===== src/rtl/instr_encoder_loader.sv =====
// instr_encoder_loader
//   Accepts decoded MIPS instruction fields over a valid/ready handshake, packs them into
//   32-bit R/I/J words and writes them sequentially into instruction memory starting at
//   BASE_ADDR. One word every two cycles; the word is written the cycle after accept.
//
// Parameters
//   ADDR_W     instruction memory word-address width
//   BASE_ADDR  first word address written after start
//   DEPTH      maximum words per load session (<= 2**ADDR_W)
//
// Ports
//   clk, rst_n            clock (rising edge), asynchronous active-low reset
//   start                 opens a load session (only honoured in IDLE)
//   in_valid / in_ready   field bundle handshake; in_ready is high only in LOAD
//   in_last               final instruction of the session
//   in_op .. in_target    decoded instruction fields
//   imem_we/addr/wdata    instruction memory write port
//   busy                  high in LOAD or WRITE
//   done                  one-cycle pulse at end of session
//   count                 words written this session
//   err_overflow          sticky until next start: DEPTH reached without in_last
//   err_bad_op            sticky until next start: unsupported opcode seen
//
// Build option
//   INSTR_ENCODER_OPCHECK_EN  when defined, unsupported opcodes are written as NOP and
//                             flagged on err_bad_op; otherwise err_bad_op is tied 0.

module instr_encoder_loader #(
    parameter int unsigned ADDR_W    = 8,
    parameter int unsigned BASE_ADDR = 0,
    parameter int unsigned DEPTH     = 256
) (
    input  logic              clk,
    input  logic              rst_n,
    input  logic              start,
    input  logic              in_valid,
    output logic              in_ready,
    input  logic              in_last,
    input  logic [5:0]        in_op,
    input  logic [5:0]        in_func,
    input  logic [4:0]        in_rs,
    input  logic [4:0]        in_rt,
    input  logic [4:0]        in_rd,
    input  logic [4:0]        in_shamt,
    input  logic [15:0]       in_imm,
    input  logic [25:0]       in_target,
    output logic              imem_we,
    output logic [ADDR_W-1:0] imem_addr,
    output logic [31:0]       imem_wdata,
    output logic              busy,
    output logic              done,
    output logic [ADDR_W:0]   count,
    output logic              err_overflow,
    output logic              err_bad_op
);

    localparam int unsigned CntW = ADDR_W + 1;
    localparam logic [CntW-1:0]   DepthC = CntW'(DEPTH);
    localparam logic [ADDR_W-1:0] BaseC  = ADDR_W'(BASE_ADDR);

    localparam logic [1:0] StIdle  = 2'd0;
    localparam logic [1:0] StLoad  = 2'd1;
    localparam logic [1:0] StWrite = 2'd2;
    localparam logic [1:0] StDone  = 2'd3;

    logic [1:0]        state_q, state_d;
    logic [31:0]       wdata_q, wdata_d;
    logic              last_q, last_d;
    logic [ADDR_W-1:0] addr_q, addr_d;
    logic [CntW-1:0]   count_q, count_d;
    logic [CntW-1:0]   count_inc;
    logic              ovf_q, ovf_d;
    logic [31:0]       enc_word;
    logic              enc_bad;

    // Field packing by opcode class; fields outside the selected format are dropped.
    always_comb begin
        case (in_op)
            6'd0, 6'd11: enc_word = {in_op, in_rs, in_rt, in_rd, in_shamt, in_func};
            6'd2, 6'd3:  enc_word = {in_op, in_target};
            default:     enc_word = {in_op, in_rs, in_rt, in_imm};
        endcase
        enc_bad = 1'b0;
`ifdef INSTR_ENCODER_OPCHECK_EN
        if (!(in_op inside {6'd0, 6'd1, 6'd2, 6'd3, [6'd8:6'd15], 6'd35, 6'd36, 6'd41, 6'd43,
                            [6'd48:6'd54]})) begin
            enc_bad  = 1'b1;
            enc_word = 32'h0000_0000;
        end
`endif
    end

    assign count_inc = count_q + 1'b1;

`ifdef INSTR_ENCODER_OPCHECK_EN
    logic bad_q, bad_d;
`endif

    always_comb begin
        state_d = state_q;
        wdata_d = wdata_q;
        last_d  = last_q;
        addr_d  = addr_q;
        count_d = count_q;
        ovf_d   = ovf_q;
`ifdef INSTR_ENCODER_OPCHECK_EN
        bad_d   = bad_q;
`endif
        case (state_q)
            StIdle: begin
                if (start) begin
                    count_d = '0;
                    ovf_d   = 1'b0;
                    addr_d  = BaseC;
`ifdef INSTR_ENCODER_OPCHECK_EN
                    bad_d   = 1'b0;
`endif
                    state_d = StLoad;
                end
            end
            StLoad: begin
                if (in_valid) begin
                    wdata_d = enc_word;
                    last_d  = in_last;
`ifdef INSTR_ENCODER_OPCHECK_EN
                    bad_d   = bad_q | enc_bad;
`endif
                    state_d = StWrite;
                end
            end
            StWrite: begin
                count_d = count_inc;
                addr_d  = addr_q + 1'b1;  // wraps modulo 2**ADDR_W
                if (last_q || (count_inc == DepthC)) begin
                    // A DEPTH-th word that also carries last is a clean finish.
                    if (!last_q) begin
                        ovf_d = 1'b1;
                    end
                    state_d = StDone;
                end else begin
                    state_d = StLoad;
                end
            end
            StDone: state_d = StIdle;
            default: state_d = StIdle;
        endcase
    end

    always_ff @(posedge clk or negedge rst_n) begin
        if (!rst_n) begin
            state_q <= StIdle;
            wdata_q <= 32'h0000_0000;
            last_q  <= 1'b0;
            addr_q  <= BaseC;
            count_q <= '0;
            ovf_q   <= 1'b0;
        end else begin
            state_q <= state_d;
            wdata_q <= wdata_d;
            last_q  <= last_d;
            addr_q  <= addr_d;
            count_q <= count_d;
            ovf_q   <= ovf_d;
        end
    end

`ifdef INSTR_ENCODER_OPCHECK_EN
    always_ff @(posedge clk or negedge rst_n) begin
        if (!rst_n) begin
            bad_q <= 1'b0;
        end else begin
            bad_q <= bad_d;
        end
    end
    assign err_bad_op = bad_q;
`else
    assign err_bad_op = 1'b0;
    logic unused_enc_bad;
    assign unused_enc_bad = enc_bad;
`endif

    // Outputs decode straight from the state register so reset drops imem_we at once.
    assign in_ready     = (state_q == StLoad);
    assign imem_we      = (state_q == StWrite);
    assign busy         = (state_q == StLoad) || (state_q == StWrite);
    assign done         = (state_q == StDone);
    assign imem_addr    = addr_q;
    assign imem_wdata   = wdata_q;
    assign count        = count_q;
    assign err_overflow = ovf_q;

endmodule


===== config.mk =====
export PLATFORM = sky130hd
export DESIGN_NAME = instr_encoder_loader
export DESIGN_NICKNAME = d
export VERILOG_FILES = /design/src/rtl/instr_encoder_loader.sv
export SDC_FILE = /design/constraint.sdc
export NUM_CORES = 1
export LEC_CHECK = 0
export CAP_MARGIN = 20
export CORE_MARGIN = 2
export CORE_UTILIZATION = 40
export CTS_CLUSTER_SIZE = 8
export DETAILED_ROUTE_END_ITERATION = 8
export GPL_TIMING_DRIVEN = 0
export PLACE_DENSITY = 0.85
export SKIP_LAST_GASP = 1
export SLEW_MARGIN = 40
export SYNTH_ARGS = -nofsm -noshare
export SYNTH_HDL_FRONTEND = slang
export SYNTH_SLANG_ARGS = --single-unit

===== constraint.sdc =====
create_clock -name clk -period 2.2 [get_ports clk]
set_input_delay 0.33 -clock clk [delete_from_list [all_inputs] [get_ports clk]]
set_output_delay 0.33 -clock clk [all_outputs]
set_load 0.01 [all_outputs]

### Word level (Yosys, flattened, before mapping)

Cells that the tools add are included.

| storage, ports and cells | value |
|---|---|
| input bits | 79 |
| bits in registers | 53 |

| cells by class | value |
|---|---|
| $add $sub $neg | 2 |
| reductions and logical operators | 11 |
| multiplexer cells | 13 |
| eq/ne operators | 11 |

Operators with widths:

| operator | number |
|---|---|
| one-hot mux 26 bit (2 select lines) | 1 |
| one-hot mux 9 bit (2 select lines) | 1 |
| one-hot mux 8 bit (2 select lines) | 1 |
| equality test 6 x 2 -> 1 bit (second input constant) | 2 |
| adder 9 x 1 -> 9 bit (second input constant) | 1 |
| equality test 9 bit (second input constant) | 1 |
| 2-to-1 mux 9 bit | 1 |
| adder 8 x 1 -> 8 bit (second input constant) | 1 |
| 2-to-1 mux 8 bit | 1 |
| one-hot mux 2 bit (4 select lines) | 1 |
| equality test 6 x 4 -> 1 bit (second input constant) | 1 |
| zero test 6 bit | 1 |
| 2-to-1 mux 2 bit | 3 |
| != test 2 bit (second input constant) | 3 |
| AND reduction 2 bit | 3 |
| equality test 2 bit (second input constant) | 2 |
| AND reduction 4 bit | 1 |
| OR reduction 2 bit | 2 |
| 2-to-1 mux 1 bit | 3 |
| equality test 2 x 1 -> 1 bit (second input constant) | 1 |
| zero test 2 bit | 1 |
| logical OR 1 bit | 2 |
| != test 2 x 1 -> 1 bit (second input constant) | 1 |
| one-hot mux 1 bit (2 select lines) | 1 |
| nonzero test 2 bit | 1 |

### Logic depth before layout (Yosys ltp)

| depth | value |
|---|---|
| word-level depth | 5 |
| depth in mapped cells | 8 |
| depth with buffers taken out | 7 |

### Worst setup path before layout

OpenSTA, ideal clock, no wires.

| path | value |
|---|---|
| path kind | register -> register |
| from | reg state_q[0] |
| to | reg count_q[6], in the netlist count[6] |
| arrival time | 1.660 ns |
| required time | 2.090 ns |
| clock period less this slack | 1.771 ns |
| path slack | 0.429 ns |
| buffers on the path | 2 |
| stages on the path, launching flop included | 8 |
| cell sequence | dfrtp_1 inv_1 ha_1 mux2i_1 clkbuf_1 clkbuf_1 o21ai_0 o41ai_1 |

| on the way | value |
|---|---|
| longest elaborated chain between the ends | 3 |
| elaborated cells on any way between the ends | 6 |

Ends and longest elaborated chain:

| element | RTL line | source |
|---|---|---|
| from (decl) | 66 | `logic [1:0] state_q, state_d;` |
| from (signal assigned) | 151 | `state_q <= StIdle;` |
| from (signal assigned) | 158 | `state_q <= state_d;` |
| equality test 2 bit or zero test 2 bit (tied branches) | 109 | `case (state_q)` |
| nonzero test 2 bit (no line) or != test 2 bit (tied branches) | n/a |  |
| AND reduction 2 bit (no line) | n/a |  |
| to (signal assigned) | 162 | `count_q <= count_d;` |
| to (decl) | 70 | `logic [CntW-1:0] count_q, count_d;` |

Several ways; a longest one is shown, not always the timed one.
A chain may end at the register's enable or synchronous reset.

### Worst setup path in the final report

Same ends and word-level chain as after synthesis.

==> impl_results.md <==
* Outcome: completed
* Vias in the first global route at 2575
* Critical R2R Launch: state_q[0]
* EDFF count, synth at 0
* R2R Setup Slk at 180 ps
* RSZ-0062 raised after global routing: true
* Clock sinks at 53
* Max Fanout on Critical Path at 10
* Inst Count DP at 472
* Fmax at 495 MHz
* Max cap viols at 0
* Kind of critical path: reg2reg
* Syn Nets at 348
* Initial core utilization at 0.418
* Synthesized area at 2690 um2
* Gate Count Post-Synth at 262
* Syn avg cell area at 10.3 um2
* CP Buf/Inv Count at 3
* Clk pin slew, worst setup/hold paths at 100 ps
* Die ar. at 7390 um2
* Worst path cell trace: inv_1 -> ha_1 -> mux2i_1 -> clkbuf_2 -> clkbuf_2 -> o21ai_0 -> o41ai_1
* Crit path time final at 2020 ps
* Cell Rows at 29
* Die H at 86.0 um
* First-pass GRT wire length at 12.2 mm
* Worst-Margin Slew at 514 ps
* Vias per Instance at 5.50
* Final ANT Viol Nets at 0
* Synth-to-layout area growth at 58.8%
* Root Buffer: clkbuf_8
* CTS buffer count at 5
* Worst setup path start: state_q[0]
* Via Count at 2641
* CP Launch Type: register
* WP data arrival at 2210 ps
* CTS tree: built
* IO Pins at 134
* TritonRoute pass-1 iters at 5
* Slew HR at 0.657
* Ys async rst share at 1.00
* Final Net Count at 488
* Placed Area at 4120 um2
* Worst hold path type: in2async
* Cell family with most CP delay: buffers and inverters
* IO Port Bufs at 132
* Cell Pwr Density at 1030 nW/um2
* WL/cell at 16.0 um
* Ys Warns at 0
* Clk buf depth at 2
* Final Cell Area at 4270 um2
* Routed WL at 7.70 mm
* Peak VDD IR at 0.571 mV
* Register bit total from synthesis at 53
* Overflow after GRT at 0
* Antenna fix cells at 0
* H-tree levels at 2
* Lkg Pwr at 1.82 nW
* Worst Skew at 14.6 ps
* Post-Layout Cell Count at 480
* Slowest CP cell: dfrtp_1
* Filler instances at 530
* Post CTS Setup Buffer Count at 0
* Reg2Reg Depth at 7
* Period utilization at 0.919
* Largest net degree at the start of global routing at 30
* Initial antenna violation count at 0
* Drt initial violations at 152
* Worst skew pair latency at 300 ps
* Element type at the critical path end: register
* Final hold vios at 0
* Final hold slack at 478 ps
* Worst path required time at 2390 ps
* Chip Width at 86.0 um
* Seq/Total Area, Yosys at 0.494
* Max-slew violation count at 0
* Synth cell types at 42
* Worst path max stage delay at 440 ps
* Final Wtd Congestion at 0.901
* Final setup vio count at 0
* Post-DP HPWL at 6.05 mm
* Worst r2r dst: count[6]
* DRC at 0
* Area of the multi-input gates at 1250 um2
* Power Total at 4.40 mW
* Total GRT Usage at 0.207
* Crit path top cell by count: clkbuf_2
* Register area at 1330 um2
* TNS Setup at 0 ps
* Share of cells above drive strength 1 at 0.0744
* Main synth FF type: dfrtp_1
* Core area at 6420 um2
## stage by stage
stage                     setup WS (ps)   util
final                               178  0.664
after global routing              -14.1  0.664
after CTS                          39.9  0.664
after detailed placement          -94.2  0.642
after global placement             -772  0.639
after floorplan                     429      -
## synth_stat cells (all sizes together) (2+ instances only)
cell type,n,share of area
a21o,2,0.0056
a21oi,3,0.0070
a222oi,16,0.060
a22o,3,0.0098
a32o,2,0.0075
and3,3,0.0070
buf,7,0.021
clkbuf,11,0.015
dfrtp,53,0.49
ha,7,0.033
inv,4,0.0056
mux2,7,0.029
mux2i,12,0.045
nand2,35,0.049
nand2b,3,0.0070
nand3,11,0.020
nand4,3,0.0070
nor2,13,0.018
nor3,4,0.0075
o21ai,38,0.072
o31ai,3,0.0084
o41ai,3,0.0098
or3,2,0.0065
xnor2,2,0.0065
xor2,6,0.020
## repair_timing
| item | in CTS | in global routing |
|---|---|---|
| endpoints found under the hold margin | 24 | 0 |
| resized for setup | 1 | 4 |
| hold buffers | 1 | 0 |
| setup endpoints to repair | 7 | 23 |
## power breakdown
part	switching, mW	internal (mW)	total [mW]
logic	0.937	1.10	2.04
clock network	0.319	0.452	0.772
registers	0.263	1.33	1.59
total	1.52	2.88	4.40
## registers in the layout, indices dropped and copies added (netlist names)
name	count
err_overflow	1
count	9
imem_addr	8
state_q	2
imem_wdata	32
last_q	1
## worst max path at each step
stage          slack, ps              to  cells after the start
6_report             180        count[6]                      7
5_1_grt              -10    imem_addr[3]                      7
4_1_cts               40        count[6]                      7
3_5_place_dp         -90        count[6]                      7
3_3_place_gp        -770  imem_wdata[20]                      1
2_1_floorplan        430        count[6]                      7
## cell type report
cell class / instances / share of cell area
buffer: 17 / 0.0229
clock buffer: 5 / 0.0161
clock inverter: 3 / 0.0153
inverter: 4 / 0.00352
multi-input combinational: 187 / 0.292
sequential: 53 / 0.311
tap: 77 / 0.0226
timing repair buffer: 134 / 0.316
## worst register-to-register path, stage by stage, from the launching register on
cell	delay, ps
dfrtp_1	440
inv_1	110
ha_1	240
mux2i_1	340
clkbuf_2	290
clkbuf_2	280
o21ai_0	130
o41ai_1	80
## layout by cell type (no fill, tap or decap), types with 3 or more instances in the layout
| cell | n |
|---|---|
| nor3_1 | 4 |
| nand2b_1 | 3 |
| mux2i_1 | 12 |
| o21ai_0 | 18 |
| o21ai_1 | 19 |
| and3_1 | 3 |
| mux2_2 | 7 |
| clkdlybuf4s50_1 | 131 |
| clkbuf_2 | 3 |
| inv_1 | 4 |
| dfrtp_1 | 53 |
| o31ai_1 | 3 |
| clkbuf_1 | 8 |
| nand2_1 | 35 |
| nor2_1 | 13 |
| o41ai_1 | 3 |
| clkbuf_8 | 5 |
| a222oi_1 | 16 |
| a22o_1 | 3 |
| ha_1 | 7 |
| xor2_1 | 6 |
| nand3_1 | 11 |
| nand4_1 | 3 |
## cell families after synthesis
| group | after synthesis | share of synthesized area |
|---|---|---|
| AOI/OAI and AO/OA | 76 | 0.198 |
| adders and majority gates | 7 | 0.0326 |
| buffers and inverters | 22 | 0.0419 |
| muxes | 19 | 0.0741 |
| other | 1 | 0.00140 |
| DFF | 53 | 0.494 |
| and+or+nand+nor | 76 | 0.132 |
| xor gates and xnor gates | 8 | 0.0261 |
## layer usage
layer / GRT usage / share of wire / vias to the layer above
met1: 0.252 / 0.39 / 1253
met2: 0.362 / 0.52 / 123
met4: 0.0563 / 0.014 / 0
met3: 0.0539 / 0.072 / 12
li1: - / - / 1253
met5: 0 / 0 / -
Power figures use the tool's default switching activity.
